File: src/rtl/instr_mem_loader.sv
// Instruction memory write-side loader: streams a program into an 8-entry memory
// over valid/ready, stalls the core until the load completes, and serves fetch reads.
module instr_mem_loader #(
  parameter int DEPTH = 8,
  parameter int AW    = 3,
  parameter int DW    = 8
) (
  input  logic          clk,
  input  logic          reset,
  input  logic          start,
  input  logic [AW:0]   load_len,
  input  logic [DW-1:0] in_data,
  input  logic          in_valid,
  output logic          in_ready,
  output logic          busy,
  output logic          done,
  output logic          cpu_hold,
  output logic [AW:0]   word_count,
  output logic          jmp_err,
  input  logic [7:0]    PC,
  output logic [DW-1:0] Instruction_Code,
  output logic          oob
);

  typedef enum logic [1:0] {
    IDLE = 2'd0,
    LOAD = 2'd1,
    DONE = 2'd2
  } state_t;

  localparam logic [AW:0]   CNT_ONE   = (AW+1)'(1);
  localparam logic [AW-1:0] WADDR_ONE = AW'(1);
  localparam logic [AW:0]   LEN_MAX   = (AW+1)'(DEPTH);

  state_t          state_r;
  logic [AW-1:0]   waddr_r;
  logic [AW:0]     len_r;
  logic [AW:0]     word_count_r;
  logic            in_ready_r;
  logic            busy_r;
  logic            done_r;
  logic            cpu_hold_r;
  logic            jmp_err_r;
  logic [DW-1:0]   mem_r [DEPTH];

  logic            accept_s;
  logic            last_s;
  logic            start_load_s;
  logic            jump_bad_s;
  logic [AW:0]     len_next_s;

  assign in_ready   = in_ready_r;
  assign busy       = busy_r;
  assign done       = done_r;
  assign cpu_hold   = cpu_hold_r;
  assign word_count = word_count_r;
  assign jmp_err    = jmp_err_r;

  assign accept_s     = in_valid & in_ready_r;
  assign last_s       = ((word_count_r + CNT_ONE) == len_r);
  assign start_load_s = start & (state_r != LOAD);
  // Compared against the full program length so forward jumps are legal.
  assign jump_bad_s   = (in_data[7:6] == 2'b11) && (9'(in_data[5:0]) >= 9'(len_r));

  // Effective load length: 0 means a full memory, oversize requests are clamped.
  always_comb begin
    len_next_s = load_len;
    if (load_len == {(AW+1){1'b0}}) begin
      len_next_s = LEN_MAX;
    end else if (load_len > LEN_MAX) begin
      len_next_s = LEN_MAX;
    end else begin
      len_next_s = load_len;
    end
  end

  // Loader control FSM with registered handshake and status outputs.
  always_ff @(posedge clk or negedge reset) begin
    if (!reset) begin
      state_r      <= IDLE;
      waddr_r      <= {AW{1'b0}};
      len_r        <= {(AW+1){1'b0}};
      word_count_r <= {(AW+1){1'b0}};
      in_ready_r   <= 1'b0;
      busy_r       <= 1'b0;
      done_r       <= 1'b0;
      cpu_hold_r   <= 1'b1;
      jmp_err_r    <= 1'b0;
    end else if (start_load_s) begin
      state_r      <= LOAD;
      waddr_r      <= {AW{1'b0}};
      len_r        <= len_next_s;
      word_count_r <= {(AW+1){1'b0}};
      in_ready_r   <= 1'b1;
      busy_r       <= 1'b1;
      done_r       <= 1'b0;
      cpu_hold_r   <= 1'b1;
      jmp_err_r    <= 1'b0;
    end else begin
      case (state_r)
        IDLE: begin
          state_r <= IDLE;
        end
        LOAD: begin
          if (accept_s) begin
            waddr_r      <= waddr_r + WADDR_ONE;
            word_count_r <= word_count_r + CNT_ONE;
            if (jump_bad_s) begin
              jmp_err_r <= 1'b1;
            end else begin
              jmp_err_r <= jmp_err_r;
            end
            // Dropping in_ready with the last word guarantees no extra word is taken.
            if (last_s) begin
              state_r    <= DONE;
              in_ready_r <= 1'b0;
              busy_r     <= 1'b0;
              done_r     <= 1'b1;
              cpu_hold_r <= 1'b0;
            end else begin
              state_r <= LOAD;
            end
          end else begin
            state_r <= LOAD;
          end
        end
        DONE: begin
          state_r <= DONE;
        end
        default: begin
          state_r    <= IDLE;
          in_ready_r <= 1'b0;
          busy_r     <= 1'b0;
          done_r     <= 1'b0;
          cpu_hold_r <= 1'b1;
        end
      endcase
    end
  end

  // Instruction storage; reset clears every word, including partially loaded ones.
  always_ff @(posedge clk or negedge reset) begin
    if (!reset) begin
      for (int i = 0; i < DEPTH; i++) begin
        mem_r[i] <= {DW{1'b0}};
      end
    end else if (accept_s) begin
      mem_r[waddr_r] <= in_data;
    end else begin
      mem_r[waddr_r] <= mem_r[waddr_r];
    end
  end

  // Zero-latency fetch port; out-of-range PCs fetch a nop.
  always_comb begin
    Instruction_Code = {DW{1'b0}};
    oob              = 1'b0;
    if ({1'b0, PC} < 9'(DEPTH)) begin
      Instruction_Code = mem_r[PC[AW-1:0]];
      oob              = 1'b0;
    end else begin
      Instruction_Code = {DW{1'b0}};
      oob              = 1'b1;
    end
  end

endmodule

File: config.mk
export PLATFORM = sky130hd
export DESIGN_NAME = instr_mem_loader
export DESIGN_NICKNAME = d
export VERILOG_FILES = /design/src/rtl/instr_mem_loader.sv
export SDC_FILE = /design/constraint.sdc
export NUM_CORES = 1
export LEC_CHECK = 0
export CAP_MARGIN = 20
export CORE_ASPECT_RATIO = 1.2
export CORE_MARGIN = 2
export CORE_UTILIZATION = 40
export DETAILED_ROUTE_END_ITERATION = 12
export HOLD_SLACK_MARGIN = 0.12
export PLACE_DENSITY = 0.67
export SYNTH_ARGS = -nofsm -noshare
export SYNTH_HDL_FRONTEND = slang
export SYNTH_SLANG_ARGS = --single-unit
export TNS_END_PERCENT = 10
File: constraint.sdc
create_clock -name clk -period 2.04 [get_ports clk]
set_input_delay 0.204 -clock clk [delete_from_list [all_inputs] [get_ports clk]]
set_output_delay 0.204 -clock clk [all_outputs]
set_load 0.02 [all_outputs]
==> flow_summary.toml, run 1 <==
[critical_path]
cp_slowest_cell = "mux4_2"
cp_data_arrival_time_ns = 1.78
path_cells = "mux4_2, mux2i_1, nor2_1, dlygate4sd2_1"
critPathRequiredTime_ns = 1.84
path_delay_family = "multiplexers"
critical_path_class = "flop to output pin"
critPathMaxStageDelay_ns = 0.47
startpoint_type = "flop"
cp_max_fo = 3
cp.depth = 4
crit_path_end_kind = "output pin"
r2r_cells = 5
worst-path-buf-inv = 1

[floorplan]
dieArea_um2 = 13400
fp-row-count = 44
initial_core_util = 0.411
coreArea_um2 = 12100
dieHeight_um = 126
ios = 42
dieWidth_um = 106

[sta]
slew_viol_final = 0
setup_slack_ns = 0.0589
fin_setup_tns_ns = 0
worst_slew_pin_slew_ns = 0.540
period_needed_ns = 1.98
setup_viol = 0
rsz0062_at_grt = "no"
slew-limit-headroom = 0.640
period_share = 0.971
hold_viol_final = 0
clock_skew_ns = 0.00986
fmax_ghz = 0.505

[power_and_ir_drop]
leakage_uw = 0.00240
power_density_nw_per_um2 = 1510
vdd_drop_max_mv = 0.722
power_uw = 8890

[placement]
hpwl_mm = 9.03
routabilityCongestion = 0.871
place_area_um2 = 5580
numPortBuffers = 41
place_ws_ns = -0.365

[synthesis]
synth_simple_gate_area_share = 0.174
ys_seq_area_frac = 0.407
yosys-top-cells-area = "dfrtp_1 40%, mux4_2 8.1%, nand2_1 5.7%"
yosysTopAreaCell = "dfrtp_1"
yosys.cell_types.count = 67
netlist_area_um2 = 4980
synthXorXnorAreaFrac = 0.0141
synth_fa_ha_area_frac = 0.0226
synthCells = 498
synth_compound_area_frac = 0.187
synth-edff-count = 0
yosys_most_used_dff = "dfrtp_1"
ys_warn_count = 0
syn_area_per_cell_um2 = 10.0
synth_top_area_share = 0.402
synth_top_family_by_area = "compound AO/OA/AOI/OAI gates"
synth.net_count = 531
synth_seq_cells = 81
synthMuxAreaShare = 0.132
synth_async_sr_flop_share = 1.00

[drt]
ant_nets = 0
vias_per_cell = 5.98
drc = 0
vias = 4167
wl_per_cell_um = 18.5
drt-total-wl_mm = 12.9
drtIter0Drc = 341
dr.pass1.iters = 5

[outcome]
outcome = "completed"

[cts]
cts_buffers = 9
cts_setup_buffers = 0
tritoncts = "built"
clock-root-buffer = "clkbuf_16"
clock_sinks = 81
clk_pin_slew_ns = 0.07
h-tree-depth = 3
cts_buffer_depth = 2
insertion_delay_ns = 0.35

[finish]
fillers = 1135
seq_area_um2 = 2030
diodes = 0
nets = 564
fin_util = 0.486
multi_input_area_um2 = 2640
design_area_um2 = 5890
area_growth_pct = 18.1
drive_above_1_share = 0.172

[global_routing]
grtUsageTotal = 0.207
grt_pass1_vias = 4121
grt_pass1_wl_mm = 21.6
grt-ovfl-total = 0
grt_max_degree = 49
antenna_found_initial = 0

[worst_hold_path]
hp-class = "input port to async pin"

[job]
max_cap_viol_count = 0
-- final cells by class --
| type | count | share of cell area |
|---|---|---|
| repair buffers | 69 | 0.120 |
| multi-input cells | 362 | 0.448 |
| clock inverters | 7 | 0.00914 |
| flip-flops and latches | 81 | 0.345 |
| inverters | 8 | 0.00510 |
| well taps | 161 | 0.0342 |
| clock buffers | 9 | 0.0383 |
-- logic make-up after synthesis --
family,count (synthesis)
compound gates,139
xor+xnor,8
fa+ha+maj,9
buf+inv,55
flops,81
mux,42
simple gates,164
-- path summary, 6_finish.rpt --
check / start / to / slack, ns
max in group asynchronous: reset / cpu_hold$_DFFE_PN1P_ / 1.03
min in group clk: load_len[0] / len_r[0]$_DFFE_PN0P_ / 0.47
max reg2reg: waddr_r[1]$_DFFE_PN0P_ / mem_r[16]$_DFFE_PN0P_ / 0.11
max: mem_r[56]$_DFFE_PN0P_ / Instruction_Code[0] / 0.06
min reg2reg: mem_r[24]$_DFFE_PN0P_ / mem_r[24]$_DFFE_PN0P_ / 0.52
min: reset / mem_r[62]$_DFFE_PN0P_ / 0.35
-- cells in the mapped netlist, types with 10 or more instances --
cell type / count
a21oi_1: 20
a31oi_1: 18
buf_2: 17
clkbuf_1: 12
dfrtp_1: 80
mux2i_1: 16
mux4_2: 18
nand2_1: 76
nand3_1: 10
nor2_1: 20
o21ai_0: 42
o21ai_1: 16
o31ai_1: 14
-- power breakdown --
part	internal (uW)	leakage [uW]	total [uW]	switching, uW
registers	2360	0.000954	3060	704
logic	1930	0.00131	4290	2360
clock network	834	0.000134	1530	700
-- per-stage QoR --
step,hold WS (ns),cells
after floorplan,-0.0916,498
after global placement,0.188,679
after detailed placement,0.193,679
after CTS,0.362,697
after global routing,0.403,697
final,0.353,697
-- worst register-to-register path: stages, from the launching register on --
cell and delay (ns):
dfrtp_1 0.53, buf_12 0.21, nand2b_1 0.22, o21ai_1 0.15
a2111oi_4 0.52, o31ai_1 0.16
-- routing by layer --
layer,track usage,share of wire,up-vias
li1,-,-,1892
met1,0.270,0.43,2077
met2,0.339,0.49,163
met3,0.0388,0.056,35
met4,0.0859,0.028,0
met5,0,0,-
-- sequential cells by signal (all words and copies together), names as in the netlist --
register    cells
mem_r          64
state_r         2
done            1
jmp_err         1
cpu_hold        1
busy            1
word_count      4
waddr_r         3
len_r           4
-- cells in the final DEF (no fill, tap or decap), types with 3 or more instances in the layout --
master and count:
dfrtp_1 79, nand2_1 76, o21ai_0 42, clkdlybuf4s50_1 31, buf_4 21, nor2_1 20
a21oi_1 20, mux4_2 18, a31oi_1 18, mux2i_1 16, o21ai_1 16, o31ai_1 14
nand3_1 10, and3b_1 9, ha_1 9, clkbuf_16 9, dlygate4sd2_1 8, inv_1 6
mux2_2 6, buf_12 6, nand2b_1 5, nand3b_1 5, xnor2_1 4, xor2_1 4
and3_1 4, nor4_1 4, o31ai_2 4, nor4b_1 4, nor3_1 3, nor2b_1 3
and2_1 3, nor4bb_1 3, or3_1 3
-- what timing repair did --
item,in CTS,in global routing
gates resized for setup,10,2
endpoints found under the hold margin,33,0
endpoints found under the setup margin,8,10
cloned,1,0
hold buffers,1,0
Note: power is estimated with default switching activity, not from simulation.
==> run 2: changes to the inputs <==
RECOVER_POWER = 100   (was default)
==> run 2 against run 1 <==
Sequential cell count is the same. First-iteration DRC count down 10%. Clock skew hardly changed. Final cell count unchanged. Largest power group unchanged.
==> flow_summary.toml, run 2 (same netlist as run 1, synthesis figures left out) <==
[outcome]
outcome = "completed"

[drt]
wl_met1_mm = 5.40
wl_met3_um = 727
drt-total-wl_mm = 12.9
routed-wl-met2_mm = 6.42
vias = 4158
topRoutingLayerUsed = "met4"
ant_nets = 0
drc = 0
vias_per_cell = 5.97
wl_per_cell_um = 18.5
drtIter0Drc = 307
dr.pass1.iters = 7

[placement]
dp.cells = 679
hpwl_mm = 9.03
routabilityCongestion = 0.871
numPortBuffers = 41

[finish]
area_growth_pct = 17.0
drive_above_1_share = 0.157
stdcell_count = 697
multi_input_area_um2 = 2600
largest_reg_flops = 64
seq_area_um2 = 2030
fin_util = 0.482
largest_register = "mem_r"
nets = 564
diodes = 0
layout_commonest_cell = "dfrtp_1"
fillers = 1150
mostFrequentLayoutCells = "79 x dfrtp_1, 76 x nand2_1, 47 x o21ai_0"

[cts]
cts_buffers = 9
clock_sinks = 81
h-tree-depth = 3
clock-root-buffer = "clkbuf_16"
cts_buffer_depth = 2
clk_pin_slew_ns = 0.07
insertion_delay_ns = 0.35
tritoncts = "built"

[critical_path]
crit_end = "Instruction_Code[0]"
path_cells = "mux4_2, mux2i_1, nor2_1, dlygate4sd2_1"
path_delay_family = "multiplexers"
reg2reg_to = "mem_r[41]$_DFFE_PN0P_"
crit_path_end_kind = "output pin"
critPathRequiredTime_ns = 1.84
r2r-start = "waddr_r[2]$_DFFE_PN0P_"
worstSetupStartpoint = "mem_r[56]$_DFFE_PN0P_"
cp.depth = 4
cp_max_fo = 3
cp_data_arrival_time_ns = 1.78
r2r_cells = 4
critical_path_class = "flop to output pin"
worst-path-buf-inv = 1
reg2reg_setup_slack_ns = 0.07
cp_slowest_cell = "mux4_2"
startpoint_type = "flop"
critPathMaxStageDelay_ns = 0.47

[global_routing]
grt_pass1_wl_mm = 21.6
grt-ovfl-total = 0
grt_pass1_vias = 4121
grtUsageTotal = 0.207
antenna_found_initial = 0
grt_max_degree = 49

[sta]
worst_hold_slack_ns = 0.466
worst_slew_pin_slew_ns = 0.925
slew_viol_final = 0
hold_viol_final = 0
rsz0062_at_grt = "no"
period_share = 0.971
period_needed_ns = 1.98
fin_setup_tns_ns = 0
slew-limit-headroom = 0.383
setup_viol = 0
clock_skew_ns = 0.00970
fmax_ghz = 0.505

[power_and_ir_drop]
power_uw = 8740
vdd_drop_max_mv = 0.704
leakage_uw = 0.00239
power_density_nw_per_um2 = 1500

[floorplan]
dieWidth_um = 106
fp-row-count = 44
ios = 42
dieHeight_um = 126
initial_core_util = 0.411
coreArea_um2 = 12100
dieArea_um2 = 13400

[job]
max_cap_viol_count = 0

[worst_hold_path]
hp-class = "input port to flop"
## run 2: cell types whose count changed in the layout (fill, tap and decap cells not counted), sizes merged
cell | before | now
clkdlybuf4s50 | 31 | 21
clkbuf | 10 | 15
dlygate4sd3 | 1 | 11
buf | 27 | 22
## run 2: repair_timing
item | in CTS | in global routing
gates cloned | 1 | 0
pin swaps | 0 | 0
setup buffers | 0 | 0
resized for setup | 10 | 2
hold endpoints to repair | 33 | 0
hold buffers | 1 | 0
endpoints found under the setup margin | 8 | 10
## run 2: cell type report
cell class,count,share of cell area
clock buffer,9,0.0386
clock inverter,7,0.00923
inverter,8,0.00515
multi-input combinational,362,0.446
sequential,81,0.348
tap,161,0.0345
timing repair buffer,69,0.118
## run 2: through the flow
| step | area, um2 | setup slack, ns |
|---|---|---|
| after detailed placement | 5580 | -0.365 |
| final | 5830 | 0.0587 |
| after CTS | 5890 | 0.0242 |
| after global routing | 5830 | 0.00371 |
| after floorplan | 4980 | 0.390 |
| after global placement | 5580 | -0.356 |
## run 2: worst min-delay path by stage
stage,startpoint,end,depth (start not counted)
final,load_len[0],len_r[0]$_DFFE_PN0P_,3
after global routing,load_len[0],len_r[0]$_DFFE_PN0P_,3
after CTS,reset,mem_r[62]$_DFFE_PN0P_,2
after detailed placement,reset,mem_r[22]$_DFFE_PN0P_,1
after global placement,reset,mem_r[22]$_DFFE_PN0P_,1
after floorplan,reset,busy$_DFFE_PN0P_,0
## run 2: worst register-to-register path, delay by kind of cell (launching register included)
family / cells / cell delay, ns
muxes: 2 / 0.82
DFF: 1 / 0.59
AOI/OAI and AO/OA: 2 / 0.44
## run 2: report_power, final
part | leakage, uW | internal [uW] | switching (uW)
Sequential | 0.000954 | 2360 | 697
Clock | 0.000134 | 835 | 706
Combinational | 0.00130 | 1830 | 2310
Total | 0.00239 | 5030 | 3710
## run 2: routing by layer
metal  up-vias  GRT usage
met4         0     0.0859
met2       145      0.339
li1       1897          -
met5         -          0
met3        27     0.0388
met1      2089      0.270
==> run 3: changes to the inputs <==
CTS_CLUSTER_DIAMETER = 30   (was default)
==> results of run 3 <==
The final DEF is identical to that of run 2; final timing and power are the same.
